==> config.mk <==
export PLATFORM = sky130hd
export DESIGN_NAME = controlador_ula_rr_flat
export DESIGN_NICKNAME = d
export VERILOG_FILES = /design/src/rtl/controlador_ula_rr_if.sv /design/src/rtl/controlador_ula_rr.sv /design/src/flat_wrapper.sv
export SDC_FILE = /design/constraint.sdc
export NUM_CORES = 1
export LEC_CHECK = 0
export CAP_MARGIN = 30
export CORE_UTILIZATION = 37
export CTS_CLUSTER_SIZE = 40
export DETAILED_ROUTE_END_ITERATION = 12
export PLACE_DENSITY = 0.79
export SYNTH_ARGS = -nofsm -noshare
export SYNTH_HDL_FRONTEND = slang
export SYNTH_SLANG_ARGS = --single-unit
==> constraint.sdc <==
create_clock -name clk -period 2.7 [get_ports clk]
set_input_delay 0.81 -clock clk [delete_from_list [all_inputs] [get_ports clk]]
set_output_delay 0.81 -clock clk [all_outputs]
set_load 0.005 [all_outputs]
==> src/rtl/controlador_ula_rr_if.sv <==
// -----------------------------------------------------------------------------
// controlador_ula_rr_if
// Bundle of every signal between the round-robin ALU controller, its two
// requesters, the shared ALU result mux and the response consumer.
//
// Handshake semantics:
//   Command side:  requester i raises req_valid[i] and holds its op/a/b stable.
//                  The command is taken at the rising edge that ends a cycle in
//                  which req_ready[i] is high. req_ready is combinational and
//                  never has both bits set.
//   Response side: rsp_valid, rsp_id and rsp_data stay stable until a rising
//                  edge samples rsp_ready high. That edge completes the transfer.
//
// Signals:
//   req_valid[1:0]  requester -> ctrl   command present, one bit per requester
//   req_ready[1:0]  ctrl -> requester   command accepted this cycle
//   reqN_op[2:0]    requester -> ctrl   operation (ALU mux select)
//   reqN_a/b[7:0]   requester -> ctrl   operands
//   alu_a/b[7:0]    ctrl -> ALU         registered operands
//   alu_sel[2:0]    ctrl -> ALU         registered mux select
//   alu_result[7:0] ALU -> ctrl         combinational mux output
//   rsp_valid       ctrl -> consumer    response available
//   rsp_id          ctrl -> consumer    owning requester index
//   rsp_data[7:0]   ctrl -> consumer    captured ALU result
//   rsp_ready       consumer -> ctrl    response accepted
//   busy            ctrl -> any         controller not idle
// -----------------------------------------------------------------------------
interface controlador_ula_rr_if;
    logic [1:0] req_valid;
    logic [1:0] req_ready;
    logic [2:0] req0_op;
    logic [2:0] req1_op;
    logic [7:0] req0_a;
    logic [7:0] req0_b;
    logic [7:0] req1_a;
    logic [7:0] req1_b;
    logic [7:0] alu_a;
    logic [7:0] alu_b;
    logic [2:0] alu_sel;
    logic [7:0] alu_result;
    logic       rsp_valid;
    logic       rsp_id;
    logic [7:0] rsp_data;
    logic       rsp_ready;
    logic       busy;

    // Environment side: requesters, ALU mux and response consumer.
    modport master (
        output req_valid, req0_op, req1_op, req0_a, req0_b, req1_a, req1_b,
        output alu_result, rsp_ready,
        input  req_ready, alu_a, alu_b, alu_sel, rsp_valid, rsp_id, rsp_data, busy
    );

    // Controller side.
    modport slave (
        input  req_valid, req0_op, req1_op, req0_a, req0_b, req1_a, req1_b,
        input  alu_result, rsp_ready,
        output req_ready, alu_a, alu_b, alu_sel, rsp_valid, rsp_id, rsp_data, busy
    );
endinterface

==> src/rtl/controlador_ula_rr.sv <==
// -----------------------------------------------------------------------------
// controlador_ula_rr
// Shares one 8-bit ALU (8-way result mux) between two requesters using
// round-robin arbitration. Flow: IDLE (grant) -> EXEC (one cycle, ALU settles)
// -> RESP (hold result until consumer takes it) -> IDLE.
//
// Ports:
//   clk        rising-edge clock
//   rst_n      asynchronous active-low reset
//   bus        controlador_ula_rr_if.slave (requesters, ALU, response)
//   dbg_state  current FSM state (0 IDLE, 1 EXEC, 2 RESP)
// -----------------------------------------------------------------------------
module controlador_ula_rr (
    input  logic                       clk,
    input  logic                       rst_n,
    controlador_ula_rr_if.slave        bus,
    output logic [1:0]                 dbg_state
);

    typedef enum logic [1:0] {
        IDLE = 2'd0,
        EXEC = 2'd1,
        RESP = 2'd2
    } state_t;

    state_t     state;
    logic       prio;     // requester that wins when both are valid
    logic       id_q;     // index of the in-flight transaction
    logic [1:0] grant;    // one-hot arbitration result, valid only in IDLE

    always_comb begin
        grant = 2'b00;
        if (bus.req_valid == 2'b11) begin
            grant = prio ? 2'b10 : 2'b01;
        end else if (bus.req_valid[0]) begin
            grant = 2'b01;
        end else if (bus.req_valid[1]) begin
            grant = 2'b10;
        end
    end

    // Gated by rst_n so the acceptance strobe drops immediately on reset,
    // even though the state register already reads IDLE then.
    assign bus.req_ready = (state == IDLE && rst_n) ? grant : 2'b00;
    assign dbg_state     = state;

    always_ff @(posedge clk or negedge rst_n) begin
        if (!rst_n) begin
            state         <= IDLE;
            prio          <= 1'b0;
            id_q          <= 1'b0;
            bus.alu_sel   <= 3'd0;
            bus.alu_a     <= 8'd0;
            bus.alu_b     <= 8'd0;
            bus.rsp_valid <= 1'b0;
            bus.rsp_id    <= 1'b0;
            bus.rsp_data  <= 8'd0;
            bus.busy      <= 1'b0;
        end else begin
            case (state)
                IDLE: begin
                    if (grant != 2'b00) begin
                        // Snapshot the winner so later requester activity
                        // cannot disturb the operation in flight.
                        id_q        <= grant[1];
                        prio        <= ~grant[1];
                        bus.alu_sel <= grant[1] ? bus.req1_op : bus.req0_op;
                        bus.alu_a   <= grant[1] ? bus.req1_a  : bus.req0_a;
                        bus.alu_b   <= grant[1] ? bus.req1_b  : bus.req0_b;
                        bus.busy    <= 1'b1;
                        state       <= EXEC;
                    end
                end
                EXEC: begin
                    bus.rsp_data  <= bus.alu_result;
                    bus.rsp_id    <= id_q;
                    bus.rsp_valid <= 1'b1;
                    state         <= RESP;
                end
                RESP: begin
                    if (bus.rsp_ready) begin
                        bus.rsp_valid <= 1'b0;
                        bus.busy      <= 1'b0;
                        state         <= IDLE;
                    end
                end
                default: begin
                    bus.rsp_valid <= 1'b0;
                    bus.busy      <= 1'b0;
                    state         <= IDLE;
                end
            endcase
        end
    end

endmodule
==> src/flat_wrapper.sv <==
// flat-port wrapper written by rule: the top's interface ports become plain ports
module controlador_ula_rr_flat 
  (clk, rst_n, dbg_state, bus_req_valid, bus_req0_op, bus_req1_op, bus_req0_a, bus_req0_b, bus_req1_a, bus_req1_b, bus_alu_result, bus_rsp_ready, bus_req_ready, bus_alu_a, bus_alu_b, bus_alu_sel, bus_rsp_valid, bus_rsp_id, bus_rsp_data, bus_busy);
  controlador_ula_rr_if bus_i ();
  input  logic clk;
  input  logic rst_n;
  output logic [1:0] dbg_state;
  input wire logic [$bits(bus_i.req_valid)-1:0] bus_req_valid;
  input wire logic [$bits(bus_i.req0_op)-1:0] bus_req0_op;
  input wire logic [$bits(bus_i.req1_op)-1:0] bus_req1_op;
  input wire logic [$bits(bus_i.req0_a)-1:0] bus_req0_a;
  input wire logic [$bits(bus_i.req0_b)-1:0] bus_req0_b;
  input wire logic [$bits(bus_i.req1_a)-1:0] bus_req1_a;
  input wire logic [$bits(bus_i.req1_b)-1:0] bus_req1_b;
  input wire logic [$bits(bus_i.alu_result)-1:0] bus_alu_result;
  input wire logic [$bits(bus_i.rsp_ready)-1:0] bus_rsp_ready;
  output wire logic [$bits(bus_i.req_ready)-1:0] bus_req_ready;
  output wire logic [$bits(bus_i.alu_a)-1:0] bus_alu_a;
  output wire logic [$bits(bus_i.alu_b)-1:0] bus_alu_b;
  output wire logic [$bits(bus_i.alu_sel)-1:0] bus_alu_sel;
  output wire logic [$bits(bus_i.rsp_valid)-1:0] bus_rsp_valid;
  output wire logic [$bits(bus_i.rsp_id)-1:0] bus_rsp_id;
  output wire logic [$bits(bus_i.rsp_data)-1:0] bus_rsp_data;
  output wire logic [$bits(bus_i.busy)-1:0] bus_busy;
  assign bus_i.req_valid = bus_req_valid;
  assign bus_i.req0_op = bus_req0_op;
  assign bus_i.req1_op = bus_req1_op;
  assign bus_i.req0_a = bus_req0_a;
  assign bus_i.req0_b = bus_req0_b;
  assign bus_i.req1_a = bus_req1_a;
  assign bus_i.req1_b = bus_req1_b;
  assign bus_i.alu_result = bus_alu_result;
  assign bus_i.rsp_ready = bus_rsp_ready;
  assign bus_req_ready = bus_i.req_ready;
  assign bus_alu_a = bus_i.alu_a;
  assign bus_alu_b = bus_i.alu_b;
  assign bus_alu_sel = bus_i.alu_sel;
  assign bus_rsp_valid = bus_i.rsp_valid;
  assign bus_rsp_id = bus_i.rsp_id;
  assign bus_rsp_data = bus_i.rsp_data;
  assign bus_busy = bus_i.busy;
  controlador_ula_rr u_core (.clk(clk), .rst_n(rst_n), .bus(bus_i), .dbg_state(dbg_state));
endmodule
# Word level (Yosys, flattened, before mapping)

Cells that the tools add are included.

Register bits after elaboration: 34
Input bits: 51
Word-level logic and storage cells: 40

Equality and inequality tests: 5
Mux-type cells: 15
Bitwise logic cells: 3
Reductions and logical operators: 7

Operators by type and width:

| operator                                                               | count |
|---|---|
| 8-bit two-way mux                                                      | 2 |
| 2-bit two-way mux                                                      | 7 |
| 1-bit case mux with 3 select lines                                     | 2 |
| 2-bit case mux with 3 select lines                                     | 1 |
| 2-bit AND reduction                                                    | 3 |
| 2-bit equality test (second input constant)                            | 2 |
| 2-bit inequality test (second input constant)                          | 2 |
| 3-bit two-way mux                                                      | 1 |
| 1-bit NOT                                                              | 3 |
| 3-bit AND reduction                                                    | 1 |
| 2-bit by 1-bit equality test with 1-bit output (second input constant) | 1 |
| 2-bit logical NOT                                                      | 1 |
| 1-bit two-way mux                                                      | 2 |
| 2-bit nonzero test                                                     | 1 |
| 1-bit logical AND                                                      | 1 |

# Depth between registers and ports, before layout

Word-level depth: 6
Mapped depth: 4
Mapped depth without buffers: 3

# Worst setup path after synthesis

No wires, ideal clock.

Path type: in2out
Start point: input bus_req_valid[0]
End point: output bus_req_ready[0]
Arrival: 1606 ps
Required time: 1890 ps
Path slack: 284 ps
Stages on the path: 4
Path buffers: 1
Cell sequence: or3b_4 > a21oi_4 > buf_6 > and2_1

Longest elaborated chain between the ends: 3
Elaborated cells on any way between the ends: 4

Ends and longest elaborated chain:

| element                                                         | RTL line                                           | source |
|---|---|---|
| start, declared                                                 | flat_wrapper.sv:8                                  | `input wire logic [$bits(bus_i.req_valid)-1:0] bus_req_valid;` |
| 2-bit equality test / 2-bit two-way mux (equally long branches) | controlador_ula_rr.sv:33, controlador_ula_rr.sv:35 |  |
| 2-bit two-way mux (*)                                           | controlador_ula_rr.sv:33                           | `if (bus.req_valid == 2'b11) begin` |
| 2-bit two-way mux (*)                                           | controlador_ula_rr.sv:44                           | `assign bus.req_ready = (state == IDLE && rst_n) ? grant : 2'b00;` |
| end, declared                                                   | flat_wrapper.sv:17                                 | `output wire logic [$bits(bus_i.req_ready)-1:0] bus_req_ready;` |

Mark *: on every way between the ends. The rest lies on a longest branch, timed or not.

# Final worst setup path

Start point: input bus_req_valid[1]
End point: output bus_req_ready[1]

Longest elaborated chain between the ends: 4
Elaborated cells on any way between the ends: 5

Ends and longest elaborated chain:

| element               | RTL line                 | source |
|---|---|---|
| 2-bit two-way mux     | controlador_ula_rr.sv:37 | `end else if (bus.req_valid[1]) begin` |
| 2-bit two-way mux     | controlador_ula_rr.sv:35 | `end else if (bus.req_valid[0]) begin` |
| 2-bit two-way mux (*) | controlador_ula_rr.sv:33 |  |
| 2-bit two-way mux (*) | controlador_ula_rr.sv:44 |  |

Marks and branches as above.

==> flow_metrics.py <==
metrics = {
    "status": {
        "outcome": "finished, final reports clean",
    },
    "placement": {
        "dp_hpwl_um": 3160,
        "routabilityCongestion": 0.727,
        "numPortBuffers": 84,
        "placedCellCount": 244,
    },
    "synth": {
        "synth_edf_count": 0,
        "avgSynthCellArea_um2": 13.3,
        "synthTopCellsByArea": "dfrtp_1, a221o_1, and3_1",
        "synthTopCellsByCount": "dfrtp_1, and3_1, a221o_1, mux2_1",
        "synth_area_leader_cell": "dfrtp_1",
        "synthCells": 111,
        "synth.distinct_cells": 26,
        "synth_nets": 162,
        "synthArstFlopShare": 1.00,
        "ys_ff_latch": 34,
        "yosysWarnings": 0,
        "synthDominantCellAreaShare": 0.577,
        "yosysMostFrequentCell": "dfrtp_1",
        "synthesis.area_mm2": 0.00148,
        "ys_seq_area_frac": 0.577,
        "synth_flop_cell": "dfrtp_1",
    },
    "route": {
        "met1Wirelength_um": 1560,
        "drc": 0,
        "top_layer_used": "met4",
        "postRouteAntennaNets": 0,
        "drt_iter0_drc": 52,
        "avgRoutedWirePerCell_um": 16.2,
        "wl_met3_um": 164,
        "dr.pass1.iters": 4,
        "vias_per_cell": 5.25,
        "drt-total-wl_um": 4100,
        "vias": 1329,
        "route.met2.wl_um": 2290,
    },
    "cts": {
        "numClockSinks": 34,
        "cts_buffer_depth": 2,
        "clk_pin_slew_ns": 0.06,
        "cts_buffers": 5,
        "ctsHoldBuffers": 0,
        "cts-root-buf": "clkbuf_8",
        "cts_max_level": 2,
        "insertion_delay_ns": 0.28,
        "cts_tree": "done",
    },
    "hold_path": {
        "whs_path_depth": 1,
        "min_path_type": "reg -> reg",
    },
    "sta": {
        "max_slew.worst_pin.slew_ns": 0.859,
        "period_minus_slack_ns": 2.60,
        "skew_ns": 0.00497,
        "max_freq_ghz": 0.384,
        "finalMaxSlewViolations": 0,
        "setup_viol": 0,
        "finalCritPeriodShare": 0.964,
        "slew_headroom": 0.426,
        "tns_ns": 0,
        "hold_violations": 0,
        "rsz0062_at_grt": "false",
    },
    "global_route": {
        "grt_usage": 0.212,
        "grt_pass1_vias": 1479,
        "antenna_found_initial": 0,
        "grt_max_degree": 22,
        "overflow": 0,
        "grt_pass1_wl_um": 6620,
    },
    "layout": {
        "fin_nets": 255,
        "ff_latch_area_um2": 851,
        "fillers": 308,
        "area_growth_pct": 68.4,
        "multi_input_area_um2": 554,
        "layout.cells.non_filler": 253,
        "n_antenna_cell": 0,
        "drive_gt1_frac": 0.146,
    },
    "critical_path": {
        "cp.required_ns": 1.89,
        "arrival_ns": 1.79,
        "critical_path.max_fanout": 2,
        "cp-start-kind": "input port",
        "worstSetupPathType": "in -> out",
        "rr_worst_depth": 3,
        "endpoint_kind": "primary output",
    },
    "power": {
        "internal_power_uw": 1760,
        "cellPowerDensity_mw_per_mm2": 1030,
        "p_seq_frac": 0.360,
        "peakVddDrop_mv": 0.499,
        "pwr-share-comb": 0.490,
        "leakagePower_uw": 0.00113,
        "power_frac_clock": 0.150,
        "swShare": 0.308,
        "switching_power_uw": 786,
    },
    "floorplan": {
        "die_w_um": 65.1,
        "fp.dieH_um": 65.1,
        "die_area_mm2": 0.00424,
        "rows": 22,
        "start_util": 0.394,
        "ios": 85,
        "coreArea_mm2": 0.00374,
    },
    "job": {
        "max_cap_viol_count": 0,
    },
}
-- per-stage QoR --
step                      hold WS (ns)  power, uW  cell area (um2)  worst slack [ns]   util
after global placement           0.462       2110             2390            -0.555  0.637
after floorplan                  0.464       1480             1480             0.284      -
after detailed placement         0.468       2170             2390            -0.580  0.637
after global routing             0.509       2710             2480            0.0377  0.663
final                            0.476       2550             2480            0.0965  0.663
after CTS                        0.482       2560             2480            0.0103  0.663
-- kinds of logic (layout without fill, tap and decap cells) --
kind of cell,after synthesis,in the layout,share of synthesized area
multiplexers,10,10,0.0755
buffers and inverters,12,106,0.0517
flip-flops,34,34,0.577
AO/OA/AOI/OAI,26,26,0.167
AND/OR/NAND/NOR,29,29,0.129
-- repair_timing --
action / in CTS / in global routing
gates resized for setup: 6 / 3
setup endpoints to repair: 2 / 1
buffers inserted: 1 / 0
endpoints found under the hold margin: 0 / 0
pin swaps: 1 / 0
-- power by group through the flow --
stage / Clock [uW] / Sequential (uW) / Combinational [uW]
2_1_floorplan: 0 / 940 / 537
3_3_place_gp: 0 / 905 / 1210
3_5_place_dp: 0 / 918 / 1250
4_1_cts: 392 / 919 / 1250
5_1_grt: 416 / 950 / 1340
6_report: 383 / 917 / 1250
-- state kept, by name, indices dropped and copies added (netlist names) --
signal	count
u_core.id_q	1
u_core.prio	1
u_core.bus.rsp_data	8
u_core.bus.alu_sel	3
u_core.bus.alu_a	8
u_core.bus.busy	1
u_core.bus.rsp_id	1
u_core.bus.rsp_valid	1
u_core.dbg_state	2
u_core.bus.alu_b	8
-- cells in the final DEF (no fill, tap or decap), drive strengths merged, types with 2 or more instances in the layout --
cell	n
a221o	19
dfrtp	34
inv	3
clkdlybuf4s50	81
nor2	2
and3	20
buf	12
o21ai	2
mux2	9
clkbuf	7
-- layout make-up --
type	count	share of cell area
Clock inverter	2	0.00504
Clock buffer	6	0.0332
Multi-Input combinational cell	65	0.223
Timing Repair Buffer	95	0.367
Inverter	3	0.00453
Tap cell	48	0.0242
Sequential cell	34	0.343
-- critical path: stages --
cell and delay [ns]:
clkdlybuf4s50_1 0.49, nor3b_4 0.19, and3_1 0.18, clkbuf_2 0.12
-- routing by layer --
| layer | vias up | global-route usage |
|---|---|---|
| met1 | 658 | 0.233 |
| met4 | 0 | 0.0951 |
| li1 | 611 | - |
| met3 | 10 | 0.0642 |
| met2 | 50 | 0.374 |
| met5 | - | 0 |
-- path summary, 6_finish.rpt --
path / startpoint / slack (ns) / end
max: bus_req_valid[1] / 0.1 / bus_req_ready[1]
min: u_core.bus.rsp_valid$_DFFE_PN0P_ / 0.48 / u_core.bus.rsp_valid$_DFFE_PN0P_
max reg2reg: u_core.dbg_state[1]$_DFFE_PN0P_ / 0.91 / u_core.bus.rsp_data[6]$_DFFE_PN0P_
min reg2reg: u_core.bus.rsp_valid$_DFFE_PN0P_ / 0.48 / u_core.bus.rsp_valid$_DFFE_PN0P_
max in group asynchronous: rst_n / 1.52 / u_core.bus.alu_b[3]$_DFFE_PN0P_
min in group asynchronous: rst_n / 0.90 / u_core.bus.rsp_data[6]$_DFFE_PN0P_
Note: power is estimated with default switching activity, not from simulation.
